**src/rtl/fp_exp_pipe.sv**
```systemverilog
// ---------------------------------------------------------------------------
// fp_exp_pipe
//
// Purpose:
//    Two-stage pipelined exponent datapath shared by the floating-point
//    multiply and divide units. It produces the biased result exponent
//    (a+b-BIAS for MUL, a-b+BIAS for DIV). It flags overflow, underflow and
//    special operands (zero / all-ones exponents), and it keeps sticky
//    overflow/underflow flags. It sits between operand unpack and mantissa
//    normalise/round. Both sides use a valid/ready handshake, and the block
//    sustains one result per cycle.
//
// Parameters:
//    EXP_W   exponent field width (5 = half, 8 = single, 11 = double)
//    BIAS    exponent bias, defaults to 2^(EXP_W-1)-1
//
// Configuration macro:
//    EXP_SAT_EN   when defined, out_exp saturates to all-ones on overflow
//                 and to zero on underflow. When undefined, out_exp is the
//                 low EXP_W bits of the raw result (wrapped). The flags and
//                 raw_exp are the same in both builds.
//
// Ports:
//    clk         in   rising-edge clock
//    rst_n       in   synchronous active-low reset
//    in_valid    in   operand pair valid
//    in_ready    out  operand pair accepted this cycle (combinational)
//    op          in   0 = MUL, 1 = DIV
//    a_exp       in   biased exponent A
//    b_exp       in   biased exponent B
//    out_valid   out  result valid
//    out_ready   in   downstream accepts the result
//    out_exp     out  result exponent (saturated or wrapped)
//    raw_exp     out  signed, unsaturated result exponent (EXP_W+2 bits)
//    out_ovf     out  raw_exp >= 2^EXP_W-1 on a non-special operand pair
//    out_unf     out  raw_exp <= 0 on a non-special operand pair
//    out_spec    out  an operand exponent is zero or all-ones
//    clr_sticky  in   clear both sticky flags
//    sticky_ovf  out  some transferred result carried out_ovf
//    sticky_unf  out  some transferred result carried out_unf
// ---------------------------------------------------------------------------
module fp_exp_pipe #(
   parameter int EXP_W = 5,
   parameter int BIAS  = (1 << (EXP_W - 1)) - 1
) (
   input  logic                 clk,
   input  logic                 rst_n,
   input  logic                 in_valid,
   output logic                 in_ready,
   input  logic                 op,
   input  logic [EXP_W-1:0]     a_exp,
   input  logic [EXP_W-1:0]     b_exp,
   output logic                 out_valid,
   input  logic                 out_ready,
   output logic [EXP_W-1:0]     out_exp,
   output logic [EXP_W+1:0]     raw_exp,
   output logic                 out_ovf,
   output logic                 out_unf,
   output logic                 out_spec,
   input  logic                 clr_sticky,
   output logic                 sticky_ovf,
   output logic                 sticky_unf
);

   // Two guard bits above the exponent field hold both the carry of a+b
   // and the sign of a-b, so no intermediate value ever wraps.
   localparam int W = EXP_W + 2;

   localparam logic signed [W-1:0]  BIAS_S   = W'(BIAS);
   localparam logic signed [W-1:0]  OVF_LIM  = W'((1 << EXP_W) - 1);
   localparam logic signed [W-1:0]  ZERO_S   = '0;
   localparam logic [EXP_W-1:0]     ALL_ONES = '1;
   localparam logic [EXP_W-1:0]     ALL_ZERO = '0;

   // Stage 1 registers
   logic                 v1;
   logic                 op1;
   logic                 spec1;
   logic signed [W-1:0]  s1;

   // Stage enables: a stage may load when it is empty or its contents
   // leave at the same edge. This lets a full pipeline keep streaming
   // without a bubble.
   logic                 en1;
   logic                 en2;

   // Combinational next-state values
   logic signed [W-1:0]  a_ext;
   logic signed [W-1:0]  b_ext;
   logic signed [W-1:0]  s_next;
   logic                 spec_next;
   logic signed [W-1:0]  r_next;
   logic                 ovf_next;
   logic                 unf_next;
   logic [EXP_W-1:0]     exp_next;
   logic                 out_xfer;

   // Handshake. in_ready depends combinationally on out_ready through en2.
   always_comb begin
      en2      = !out_valid || out_ready;
      en1      = !v1 || en2;
      in_ready = en1;
      out_xfer = out_valid && out_ready;
   end

   // Stage 1 arithmetic. The operands are zero-extended before the add or
   // subtract, so a-b comes out as a proper signed difference.
   always_comb begin
      a_ext     = $signed({2'b00, a_exp});
      b_ext     = $signed({2'b00, b_exp});
      s_next    = op ? (a_ext - b_ext) : (a_ext + b_ext);
      spec_next = (a_exp == ALL_ONES) || (b_exp == ALL_ONES) ||
                  (a_exp == ALL_ZERO) || (b_exp == ALL_ZERO);
   end

   // Stage 2 arithmetic and classification. A special operand suppresses
   // both range flags because the exponent is handled elsewhere (inf, NaN,
   // zero, denormal). raw_exp is still produced for such operands.
   always_comb begin
      r_next   = op1 ? (s1 + BIAS_S) : (s1 - BIAS_S);
      ovf_next = !spec1 && (r_next >= OVF_LIM);
      unf_next = !spec1 && (r_next <= ZERO_S);
`ifdef EXP_SAT_EN
      if (ovf_next)
         exp_next = ALL_ONES;
      else if (unf_next)
         exp_next = ALL_ZERO;
      else
         exp_next = r_next[EXP_W-1:0];
`else
      exp_next = r_next[EXP_W-1:0];
`endif
   end

   // Stage 1 register. It holds while stage 2 is stalled and full. Data is
   // loaded only with a valid operand pair, so the register contents stay
   // meaningful.
   always_ff @(posedge clk) begin
      if (!rst_n) begin
         v1    <= 1'b0;
         op1   <= 1'b0;
         spec1 <= 1'b0;
         s1    <= '0;
      end else if (en1) begin
         v1 <= in_valid;
         if (in_valid) begin
            op1   <= op;
            spec1 <= spec_next;
            s1    <= s_next;
         end
      end
   end

   // Stage 2 register. This register drives the outputs directly, so the
   // result holds stable while out_valid is high and out_ready is low.
   always_ff @(posedge clk) begin
      if (!rst_n) begin
         out_valid <= 1'b0;
         out_exp   <= '0;
         raw_exp   <= '0;
         out_ovf   <= 1'b0;
         out_unf   <= 1'b0;
         out_spec  <= 1'b0;
      end else if (en2) begin
         out_valid <= v1;
         if (v1) begin
            out_exp  <= exp_next;
            raw_exp  <= r_next;
            out_ovf  <= ovf_next;
            out_unf  <= unf_next;
            out_spec <= spec1;
         end
      end
   end

   // Sticky flags. They are set only by a result that actually transfers
   // downstream. A set in the same cycle as a clear takes priority, so no
   // event is lost.
   always_ff @(posedge clk) begin
      if (!rst_n) begin
         sticky_ovf <= 1'b0;
         sticky_unf <= 1'b0;
      end else begin
         sticky_ovf <= (sticky_ovf && !clr_sticky) || (out_xfer && out_ovf);
         sticky_unf <= (sticky_unf && !clr_sticky) || (out_xfer && out_unf);
      end
   end

endmodule

```
**config.mk**
```make
export PLATFORM = sky130hd
export DESIGN_NAME = fp_exp_pipe
export DESIGN_NICKNAME = d
export VERILOG_FILES = /design/src/rtl/fp_exp_pipe.sv
export SDC_FILE = /design/constraint.sdc
export NUM_CORES = 1
export LEC_CHECK = 0
export BUFFER_PORTS_ARGS = -buffer_cell sky130_fd_sc_hd__buf_2
export CELL_PAD_IN_SITES_DETAIL_PLACEMENT = 1
export CELL_PAD_IN_SITES_GLOBAL_PLACEMENT = 1
export CORE_MARGIN = 4
export CORE_UTILIZATION = 40
export DETAILED_ROUTE_END_ITERATION = 16
export GPL_TIMING_DRIVEN = 0
export PLACE_DENSITY = 0.9
export SLEW_MARGIN = 20
export SYNTH_ARGS = -nofsm -noshare
export SYNTH_HDL_FRONTEND = slang
export SYNTH_SLANG_ARGS = --single-unit
```
**constraint.sdc**
```tcl
create_clock -name clk -period 4.4 [get_ports clk]
set_clock_uncertainty 0.1 [all_clocks]
set_input_delay 0.66 -clock clk [delete_from_list [all_inputs] [get_ports clk]]
set_output_delay 0.66 -clock clk [all_outputs]
set_load 0.02 [all_outputs]
```
==> results.py <==
metrics = {
    "logic_synthesis": {
        "ys_async_sr_fraction": 0,
        "synth_cell_type_count": 42,
        "yosysWarnings": 0,
        "synth_top_area_frac": 0.2873,
        "synthFlopType": "dfxtp_1",
        "yosysMostFrequentCell": "dfxtp_1",
        "synth-edff-count": 0,
        "synthTopCellsByArea": "dfxtp_1 (29%), ha_1 (13%), a21oi_1 (5.6%)",
        "syn-instance-count": 195,
        "seq_area_frac_synth": 0.2873,
        "synth_area_per_cell_um2": 8.219,
        "ys_ff_latch": 23,
        "synth_area_um2": 1603,
        "synth_commonest_cells": "dfxtp_1 (23), nand2_1 (22), a21oi_1 (18)",
        "yosysTopAreaCell": "dfxtp_1",
        "syn_nets": 231,
    },
    "route": {
        "drtIter0Drc": 47,
        "routedWlPerCell_um": 13.79,
        "route.detailed.drc": 0,
        "ant_nets": 0,
        "drtPass1Iterations": 4,
        "wl_um": 3862,
        "vias_per_cell": 5.350,
        "dr_total_vias": 1498,
    },
    "clock_tree": {
        "cts_hold_buf": 0,
        "insertion_delay_ps": 270,
        "tritoncts": "yes",
        "postCtsSetupBuffers": 0,
        "max-clock-path-buffers": 2,
        "post_cts_resized": 0,
        "htree_levels": 1,
        "clock-sinks": 23,
        "clk_pin_slew_ps": 90,
        "cts_buffers": 3,
        "cts_root_buf": "clkbuf_8",
    },
    "global_routing": {
        "grt_pass1_vias": 1494,
        "grt-ovfl-total": 0,
        "grt_pass1_wl_um": 6299,
        "grtUsageTotal": 0.1510,
        "grt_start_max_net_pins": 14,
        "grt_antenna_before_repair": 0,
    },
    "worst_hold_path": {
        "holdCritStartpoint": "raw_exp[6]$_SDFFE_PN0P_",
        "whs_endpoint": "raw_exp[6]$_SDFFE_PN0P_",
        "hp-class": "register to register",
        "hold_path_depth": 2,
    },
    "timing": {
        "finalSetupViolCount": 0,
        "period_needed_ps": 2447,
        "slew_headroom": 0.6740,
        "drv_slew": 0,
        "whs_ps": 355.5,
        "fin_crit_sh": 0.5561,
        "rsz0062_at_grt": "no",
        "worst_pin_slew_ps": 489.0,
        "fin_ws_ps": 1953,
        "fmax_mhz": 408.7,
        "fin_setup_tns_ps": 0,
        "hold_viol": 0,
    },
    "critical_path": {
        "required_ps": 4500,
        "cp.arrival_ps": 2550,
        "worstSetupPathType": "register to register",
        "end_kind": "register",
        "r2r_start": "op1$_SDFFE_PN0P_",
        "rrSetupSlack_ps": 1950,
        "startpoint": "op1$_SDFFE_PN0P_",
        "path_max_fanout": 7,
        "start_kind": "register",
        "r2r_cells": 7,
        "rr_endpoint": "out_unf$_SDFFE_PN0P_",
    },
    "placed_design": {
        "hpwlAfterDp_um": 3115,
        "place_ws_ps": 1780,
        "io_buffers": 33,
        "gp_congestion": 0.7214,
        "dpl_cell_area_um2": 1828,
    },
    "cells_and_area": {
        "drive_gt1_frac": 0.1983,
        "post-route-util": 0.4970,
        "design_area_um2": 1874,
        "antennaDiodeCount": 0,
        "fillers": 489,
        "nNetsFinal": 269,
        "syn2layout_area_growth_pct": 16.94,
    },
    "floorplan": {
        "num_io_pins": 35,
        "die_y_um": 71.30,
        "rows": 22,
        "dieArea_um2": 5084,
        "die_w_um": 71.30,
        "start_util": 0.4250,
        "core_region_area_um2": 3771,
    },
    "status": {
        "status": "finished, final reports clean",
    },
    "pwr": {
        "vdd.ir_drop.worst_uv": 107.5,
        "p_per_area_nw_per_um2": 284.4,
        "p_leak_nw": 0.8733,
    },
    "flow_run": {
        "maxCapViolations": 0,
    },
}
## registers in the layout (all words and copies together) (netlist names)
| signal | cells |
|---|---|
| v1 | 1 |
| spec1 | 1 |
| out_spec | 1 |
| sticky_ovf | 1 |
| out_unf | 1 |
| sticky_unf | 1 |
| op1 | 1 |
| out_valid | 1 |
| out_exp | 4 |
| raw_exp | 3 |
| s1 | 7 |
| out_ovf | 1 |
## report_power, final
| group | total, mW | leakage (nW) | internal [mW] | switching (mW) |
|---|---|---|---|---|
| sequential | 0.234 | 0.189 | 0.223 | 0.0114 |
| combinational | 0.165 | 0.659 | 0.0671 | 0.0982 |
| clock | 0.134 | 0.0255 | 0.0633 | 0.0704 |
| total | 0.533 | 0.873 | 0.353 | 0.180 |
## worst max-delay path by stage
stage / cells past startpoint / slack, ps / endpoint
global route: 7 / 1810 / out_unf$_SDFFE_PN0P_
CTS: 7 / 1960 / out_unf$_SDFFE_PN0P_
detailed placement: 9 / 1780 / s1[4]$_SDFFE_PN0P_
global placement: 9 / 1920 / s1[4]$_SDFFE_PN0P_
finish: 7 / 1950 / out_unf$_SDFFE_PN0P_
floorplan: 8 / 2180 / s1[4]$_SDFFE_PN0P_
## layout by cell type (no fill, tap or decap), types with 2 or more instances in the layout
master / count
buf_2: 33
dfxtp_1: 23
nand2_1: 22
a21oi_1: 18
ha_1: 17
inv_1: 16
nor2_1: 12
o21ai_0: 8
clkbuf_1: 5
nand3_1: 5
a211oi_1: 5
buf_4: 5
a211o_1: 4
nand3b_1: 3
nor2b_1: 3
nor3_1: 3
and3_1: 3
nand2b_1: 3
and2_1: 3
xnor2_1: 3
fa_1: 3
clkbuf_8: 3
o21a_1: 2
o21bai_1: 2
a2111oi_0: 2
a311o_1: 2
o211ai_1: 2
or4_1: 2
xor2_1: 2
a31oi_1: 2
a32oi_1: 2
## cell families after synthesis
group | after synthesis | synth area share
xor gates and xnor gates | 5 | 0.02733
AOI/OAI and AO/OA | 56 | 0.2412
DFF | 23 | 0.2873
muxes | 1 | 0.006245
adders and majority gates | 20 | 0.1702
buffers and inverters | 27 | 0.07494
and+or+nand+nor | 63 | 0.1928
## metal layers
layer  GRT usage  share of wire
met4     0.05010          0.012
met1      0.1628           0.42
met5           0              0
met3     0.02244          0.043
met2      0.2949           0.52
## final cells by class
| cell class | count | area [um2] | share of cell area |
|---|---|---|---|
| clock inverter | 1 | 5.005 | 0.002670 |
| sequential | 23 | 460.4 | 0.2457 |
| inverter | 17 | 63.81 | 0.03405 |
| timing repair buffer | 33 | 165.2 | 0.08812 |
| multi-input combinational | 145 | 1022 | 0.5454 |
| buffer | 10 | 56.30 | 0.03004 |
| clock buffer | 3 | 41.29 | 0.02203 |
| tap | 48 | 60.06 | 0.03204 |
## worst max-delay path, cell delays in order, from the launching register on
cell and delay [ps]:
dfxtp_1 520, inv_1 110, ha_1 360, nor2b_1 170
a221oi_1 290, nand3b_1 160, or4_1 530, a21oi_1 140
## per-stage QoR
stage	power (mW)	cells
after floorplan	0.3559	195
final	0.5331	280
after global routing	0.5686	280
after CTS	0.5389	280
after global placement	0.3973	276
after detailed placement	0.4035	276
(Power assumes the default switching activity.)
